<file path="src/rtl/pulse_train_gen.sv">
// Configurable pulse-train generator: emits N (or endless) pulses of a latched period/high time.
// Config is latched and clamped on start; every output comes straight from a flop.
module pulse_train_gen #(
  parameter int PERIOD_W = 16,
  parameter int COUNT_W  = 8
) (
  input  logic                clk,
  input  logic                rst_n,
  input  logic                start,
  input  logic                stop,
  input  logic [PERIOD_W-1:0] period,
  input  logic [PERIOD_W-1:0] high_cycles,
  input  logic [COUNT_W-1:0]  pulse_count,
  output logic                pulse_out,
  output logic                busy,
  output logic                done,
  output logic [COUNT_W-1:0]  pulses_sent
);

  typedef enum logic [1:0] {IDLE, HIGH, LOW, FINISH} state_t;

  state_t              state_reg, state_next;
  logic [PERIOD_W-1:0] per_reg, per_next;
  logic [PERIOD_W-1:0] high_reg, high_next;
  logic [PERIOD_W-1:0] phase_reg, phase_next;
  logic [COUNT_W-1:0]  cnt_reg, cnt_next;
  logic [COUNT_W-1:0]  sent_reg, sent_next;
  logic                pulse_reg, pulse_next;
  logic                busy_reg, busy_next;
  logic                done_reg, done_next;

  logic [PERIOD_W-1:0] per_clamped, high_clamped, low_len;
  logic                start_req, high_end, low_end, last_pulse, latch;

  // P >= 2 and 1 <= H <= P-1 guarantee both phases last at least one cycle.
  assign per_clamped = (period < PERIOD_W'(2)) ? PERIOD_W'(2) : period;

  always_comb begin
    high_clamped = (high_cycles == '0) ? PERIOD_W'(1) : high_cycles;
    if (high_clamped > per_clamped - PERIOD_W'(1))
      high_clamped = per_clamped - PERIOD_W'(1);
  end

  assign low_len    = per_reg - high_reg;
  assign start_req  = start & ~stop;
  assign high_end   = (phase_reg == high_reg);
  assign low_end    = (phase_reg == low_len);
  assign last_pulse = (cnt_reg != '0) && (sent_reg == cnt_reg);
  assign latch      = (state_reg == IDLE) && start_req;

  always_ff @(posedge clk or negedge rst_n) begin
    if (!rst_n) begin
      state_reg <= IDLE;
      per_reg   <= '0;
      high_reg  <= '0;
      cnt_reg   <= '0;
      phase_reg <= '0;
      sent_reg  <= '0;
      pulse_reg <= 1'b0;
      busy_reg  <= 1'b0;
      done_reg  <= 1'b0;
    end else begin
      state_reg <= state_next;
      per_reg   <= per_next;
      high_reg  <= high_next;
      cnt_reg   <= cnt_next;
      phase_reg <= phase_next;
      sent_reg  <= sent_next;
      pulse_reg <= pulse_next;
      busy_reg  <= busy_next;
      done_reg  <= done_next;
    end
  end

  always_comb begin
    state_next = state_reg;
    case (state_reg)
      IDLE:    if (start_req) state_next = HIGH;
      HIGH: begin
        if (stop)          state_next = FINISH;
        else if (high_end) state_next = LOW;
      end
      LOW: begin
        if (stop)         state_next = FINISH;
        else if (low_end) state_next = last_pulse ? FINISH : HIGH;
      end
      FINISH:  state_next = IDLE;
      default: state_next = IDLE;
    endcase
  end

  // Outputs are decoded from the next state so they land in flops on the same edge.
  always_comb begin
    per_next   = per_reg;
    high_next  = high_reg;
    cnt_next   = cnt_reg;
    sent_next  = sent_reg;
    phase_next = '0;
    pulse_next = (state_next == HIGH);
    busy_next  = (state_next == HIGH) || (state_next == LOW);
    done_next  = (state_next == FINISH);

    if (state_next == HIGH || state_next == LOW)
      phase_next = (state_next != state_reg) ? PERIOD_W'(1) : phase_reg + PERIOD_W'(1);

    if (latch) begin
      per_next  = per_clamped;
      high_next = high_clamped;
      cnt_next  = pulse_count;
      sent_next = COUNT_W'(1);
    end else if (state_reg == LOW && state_next == HIGH) begin
      sent_next = sent_reg + COUNT_W'(1);
    end
  end

  assign pulse_out   = pulse_reg;
  assign busy        = busy_reg;
  assign done        = done_reg;
  assign pulses_sent = sent_reg;

endmodule

</file>
<file path="config.mk">
export PLATFORM = sky130hd
export DESIGN_NAME = pulse_train_gen
export DESIGN_NICKNAME = d
export VERILOG_FILES = /design/src/rtl/pulse_train_gen.sv
export SDC_FILE = /design/constraint.sdc
export NUM_CORES = 1
export LEC_CHECK = 0
export CAP_MARGIN = 5
export CORE_UTILIZATION = 60
export CTS_BUF_LIST = sky130_fd_sc_hd__clkbuf_4
export DETAILED_ROUTE_END_ITERATION = 6
export PLACE_DENSITY = 0.84
export RECOVER_POWER = 50
export SKIP_LAST_GASP = 1
export SYNTH_ARGS = -nofsm -noshare
export SYNTH_HDL_FRONTEND = slang
export SYNTH_SLANG_ARGS = --single-unit
export TNS_END_PERCENT = 20
</file>
<file path="constraint.sdc">
create_clock -name clk -period 5.5 [get_ports clk]
set_clock_uncertainty 0.15 [all_clocks]
set_input_delay 1.1 -clock clk [delete_from_list [all_inputs] [get_ports clk]]
set_output_delay 1.1 -clock clk [all_outputs]
set_load 0.05 [all_outputs]
</file>
Word level (Yosys, flattened, before mapping)

Index checks and enable logic that the tools add are counted.

Add/subtract/negate cells: 4
Magnitude comparators: 2
Equal/unequal tests: 10
Multiplexer cells: 14
Bitwise logic cells: 2
Reductions and logical operators: 8

Operators with widths:

| cell                                                        | count |
|---|---|
| two-way mux 16 bit                                          | 5 |
| == test 16 bit                                              | 2 |
| adder 16 x 1 -> 16 bit, second input constant               | 1 |
| > comparator 16 bit                                         | 1 |
| zero test 16 bit                                            | 1 |
| less-than comparator 16 x 2 -> 1 bit, second input constant | 1 |
| two-way mux 8 bit                                           | 2 |
| subtractor 16 x 1 -> 16 bit, second input constant          | 1 |
| subtractor 16 bit                                           | 1 |
| two-way mux 2 bit                                           | 6 |
| adder 8 x 1 -> 8 bit, second input constant                 | 1 |
| == test 2 bit, second input constant                        | 4 |
| == test 8 bit                                               | 1 |
| one-hot mux 2 bit (4 select lines)                          | 1 |
| nonzero test 8 bit                                          | 1 |
| == test 2 x 1 -> 1 bit, second input constant               | 2 |
| logical AND 1 bit                                           | 3 |
| zero test 2 bit                                             | 1 |
| != test 2 bit                                               | 1 |
| nonzero test 2 bit                                          | 1 |
| bitwise AND 1 bit                                           | 1 |
| logical OR 1 bit                                            | 1 |
| inverter 1 bit                                              | 1 |

Register bits after elaboration: 69
Output and inout bits: 11
Word-level logic and storage cells: 49

Depth between registers and ports, before layout

Gate-level depths: netlist of run 1.

Depth after elaboration: 10
Gate-level depth with buffers: 18
Gate-level depth less buffers: 17

Worst setup path after synthesis of run 1

Ideal clock, no wire load.

Kind: input-to-reg
From: in period[9]
To: reg high_reg[13]
Arrival: 5.675 ns
Setup slack: -0.422 ns
Stages: 17
Path buffers: 2
Cell sequence: or4_4 -> or4_4 -> or3_4 -> o31ai_4 -> ha_1 -> or3b_1 -> or3_1 -> xor2_1 -> ha_1 -> a21o_1 -> a21oi_1 -> o21ai_0 -> a21oi_1 -> clkbuf_1 -> clkbuf_1 -> a31oi_1 -> o31ai_1

Longest elaborated chain between the ends: 5

Ends and longest elaborated chain:

| item                                 | RTL line | RTL |
|---|---|---|
| from (decl)                          | 11       | `input logic [PERIOD_W-1:0] period,` |
| less-than comparator 16 x 2 -> 1 bit | 36       | `assign per_clamped = (period < PERIOD_W'(2)) ? PERIOD_W'(2) : period;` |
| two-way mux 16 bit *                 | 36       |  |
| subtractor 16 x 1 -> 16 bit *        | 40, 41   |  |
| > comparator 16 bit                  | 40       | `if (high_clamped > per_clamped - PERIOD_W'(1))` |
| two-way mux 16 bit *                 | 40       |  |
| to (signal assigned)                 | 65       | `high_reg <= high_next;` |
| to (decl)                            | 24       | `logic [PERIOD_W-1:0] high_reg, high_next;` |

Mark *: on every way between the ends. The rest lies on a longest branch, timed or not.
A chain may end at the register's enable or synchronous reset.

Worst setup path after layout of run 1

From: in period[7]
To: reg high_reg[8]

The elaborated chain is that of the path after synthesis.

==> run_results.csv, run 1 <==
group,metric,value,unit
outcome,status,"finished, violations left",
outcome,violations,"capacitance limit, slew limit",
hold_path,hold_path.class,"register to register",
sta,rsz0062_at_grt,"yes",
grt,grt_first_pass_wirelength,23.3,mm
flow_run,cap_violations,1,
floorplan,num_rows,34,
logic_synthesis,synth_xor_area_share,12.8,%
placed_design,port_buffers,54,
hold_path,min-delay-start,"per_reg[13]$_DFFE_PN0P_",
worst_setup_path,critPathKind,"input pin to register",
floorplan,die_w,97.0,um
logic_synthesis,synth-edff-count,0,
sta,clock.fmax,187,MHz
worst_setup_path,r2r_slack,1.06,ns
finish,finalNetCount,790,
sta,hold_viol_final,0,
logic_synthesis,async_flop_share,100,%
sta,timing.hold.ws,0.357,ns
placed_design,place.gp.congestion,0.873,
floorplan,start_util,62.1,%
finish,antenna_cells,0,
detailed_routing,drc_errors,0,
floorplan,dieArea,9420,sq um
detailed_routing,drt-pass1-iter-count,5,
logic_synthesis,synth-compound-area-share,15.8,%
worst_setup_path,r2r_start,"per_reg[0]$_DFFE_PN0P_",
worst_setup_path,worstPathMaxFanout,18,
clock_tree,insertion_delay,0.44,ns
grt,grt.total_usage,30.7,%
floorplan,die_h,97.0,um
floorplan,io-pin-count,55,
power,leakage,2.98,nW
finish,drive_gt1_share,12.3,%
detailed_routing,antenna_left,0,
sta,finalSetupViolCount,0,
logic_synthesis,yosys.area_share.adder,8.68,%
worst_setup_path,cp-end-kind,"register",
logic_synthesis,syn_nets,732,
detailed_routing,wire_per_inst,16.9,um
logic_synthesis,synth_top_family_by_area,"simple AND/OR/NAND/NOR gates",
detailed_routing,wirelength,13.9,mm
grt,grt_max_degree,70,
finish,area_growth,19.2,%
worst_setup_path,cp-start-kind,"input pin",
sta,min_period_over_period,97.4,%
clock_tree,path_clk_slew,0.11,ns
grt,antenna_found_initial,0,
logic_synthesis,synth_cells,651,
clock_tree,cts_htree_levels,3,
detailed_routing,vias,5012,
worst_setup_path,crit_start,"period[7]",
logic_synthesis,ys_seq_elements,69,
clock_tree,cts_tree,"yes",
logic_synthesis,yosysUniqueCellTypes,62,
logic_synthesis,syn_avg_cell_area,8.32,sq um
floorplan,core-area,8720,sq um
logic_synthesis,ys_seq_area_share,31.9,%
sta,drv_slew,70,
grt,grt.overflow.total,0,
sta,tightest_slew,3.50,ns
sta,min_period,5.35,ns
sta,slew_headroom,-133,%
finish,final_area,6460,sq um
logic_synthesis,synth_simple_gate_area_share,23.9,%
grt,first_global_vias,4799,
clock_tree,cts_sinks,69,
logic_synthesis,synthFlopType,"dfrtp_1",
logic_synthesis,synthMuxAreaShare,1.75,%
finish,num-fill-cells,656,
clock_tree,clockBufferDepth,2,
logic_synthesis,syn_area,5420,sq um
logic_synthesis,synth_warnings,0,
worst_setup_path,required,5.71,ns
worst_setup_path,worstPathArrival,5.57,ns
detailed_routing,drt-initial-drc-count,330,
detailed_routing,vias_per_cell,6.10,
placed_design,post_dp_cell_area,6240,sq um
clock_tree,root_buffer,"clkbuf_4",
power,ir_drop,268,uV
clock_tree,numCtsBuffers,9,
placed_design,hpwl,10.8,mm
power,power.density,501,nW/um^2
what timing repair did:
| action | 4_1_cts | 5_1_grt |
|---|---|---|
| hold buffers | 0 | 0 |
| gates resized for setup | 2 | 11 |
| endpoints found under the setup margin | 5 | 16 |
| buffers inserted | 0 | 2 |
| pin swaps | 1 | 7 |
critical path, stage by stage:
cell and delay, ns:
dlymetal6s2s_1 0.13, or4_4 0.54, or4_4 0.53, or3_4 0.36, o31ai_4 0.24, ha_2 0.21, or3b_4 0.42, or3_4 0.39
xor2_2 0.16, ha_1 0.29, nand4_1 0.18, nor2_2 0.17, a21oi_2 0.09, buf_12 0.15, buf_4 0.16, or3_1 0.36
nand3_1 0.08
synthesized netlist by cell type (2+ instances only):
cell	n	area share, %
nor4_1	12	1.4
buf_2	3	0.28
o2111ai_1	3	0.48
or4_4	3	0.62
a31oi_1	10	1.2
nand4_1	11	1.3
mux2_2	4	0.83
o21a_1	2	0.28
nand2_1	98	6.8
o31ai_1	7	0.97
inv_1	23	1.6
o21ai_0	19	1.8
a22o_1	2	0.32
o211ai_1	5	0.69
a311oi_1	2	0.32
xor2_1	43	6.9
o311a_1	2	0.37
or3_4	3	0.62
and3_1	10	1.2
a211oi_1	4	0.55
clkbuf_1	45	3.1
a2111oi_0	3	0.48
o221ai_1	4	0.65
xnor2_1	36	5.8
ha_1	36	8.3
nor4_4	2	0.79
or3_1	9	1.0
nor3_1	12	1.1
a31o_2	2	0.32
a21oi_1	35	3.2
nor2b_1	3	0.35
mux2i_1	5	0.92
a21o_1	13	1.8
nand2b_1	7	0.81
and2_1	2	0.23
nand3_1	40	3.7
dfrtp_1	69	32
o31ai_2	2	0.46
nor2_1	37	2.6
cell type report:
cell class                      instances  area [sq um]  share of cell area (%)
Clock buffer                            9          67.6                    1.05
Multi-Input combinational cell        509          3460                    53.6
Inverter                               23          86.3                    1.34
Clock inverter                          7          97.6                    1.51
Sequential cell                        69          1730                    26.7
Tap cell                              108           135                    2.09
Timing Repair Buffer                   97           885                    13.7
cell families after synthesis:
kind of cell             after synthesis
AO/OA/AOI/OAI                        126
XOR/XNOR                              79
adder cells (fa/ha/maj)               37
buffers and inverters                 73
flip-flops                            69
multiplexers                           9
AND/OR/NAND/NOR                      258
path summary, 6_finish.rpt:
| kind | endpoint | cells after the start |
|---|---|---|
| hold / removal | per_reg[13]$_DFFE_PN0P_ | 2 |
| setup / recovery | high_reg[8]$_DFFE_PN0P_ | 17 |
| min in group asynchronous | phase_reg[12]$_DFF_PN0_ | 2 |
| setup reg to reg | pulses_sent[5]$_DFFE_PN0P_ | 18 |
| max in group asynchronous | high_reg[8]$_DFFE_PN0P_ | 2 |
| hold reg to reg | per_reg[13]$_DFFE_PN0P_ | 2 |
metal layers:
metal	wire length, um	GRT usage [%]	up-vias
met5	0	0	-
met4	350	11.9	0
met3	594	3.40	27
met2	6710	50.5	156
met1	6250	41.6	2414
li1	-	-	2415
power breakdown:
| part | switching (mW) | leakage (nW) | total [mW] | internal [mW] |
|---|---|---|---|---|
| Combinational | 1.19 | 2.01 | 2.01 | 0.814 |
| Clock | 0.200 | 0.0846 | 0.386 | 0.187 |
| Sequential | 0.164 | 0.885 | 0.845 | 0.681 |
cell usage in the layout (no fill, tap or decap), drive strengths merged, types with 11 or more instances in the layout:
cell type / instances
inv: 25
xor2: 43
nor2: 37
nor3: 13
nor4: 15
xnor2: 36
nand4: 11
clkdlybuf4s50: 49
ha: 36
dfrtp: 69
nand2: 98
a21o: 13
a21oi: 35
or3: 12
buf: 43
nand3: 40
o21ai: 19
through the flow:
step                      util, %  setup TNS, ns  power, mW  setup slack [ns]  cells
after floorplan                 -        -0.0680       2.33           -0.0319    651
after global placement       71.6          -5.34       2.77            -0.403    804
after detailed placement     71.6          -6.64       2.82            -0.476    804
after CTS                    73.5              0       3.21           0.00874    820
after global routing         74.1         -0.114       3.48           -0.0256    822
final                        74.1              0       3.24             0.145    822
(Power assumes the default switching activity.)
==> run 2, diff against run 1 <==
Settings changed: RECOVER_POWER 50 to 25.
==> results of run 2 <==
Same layout as run 1: the final DEF is identical, and so are final timing and power.
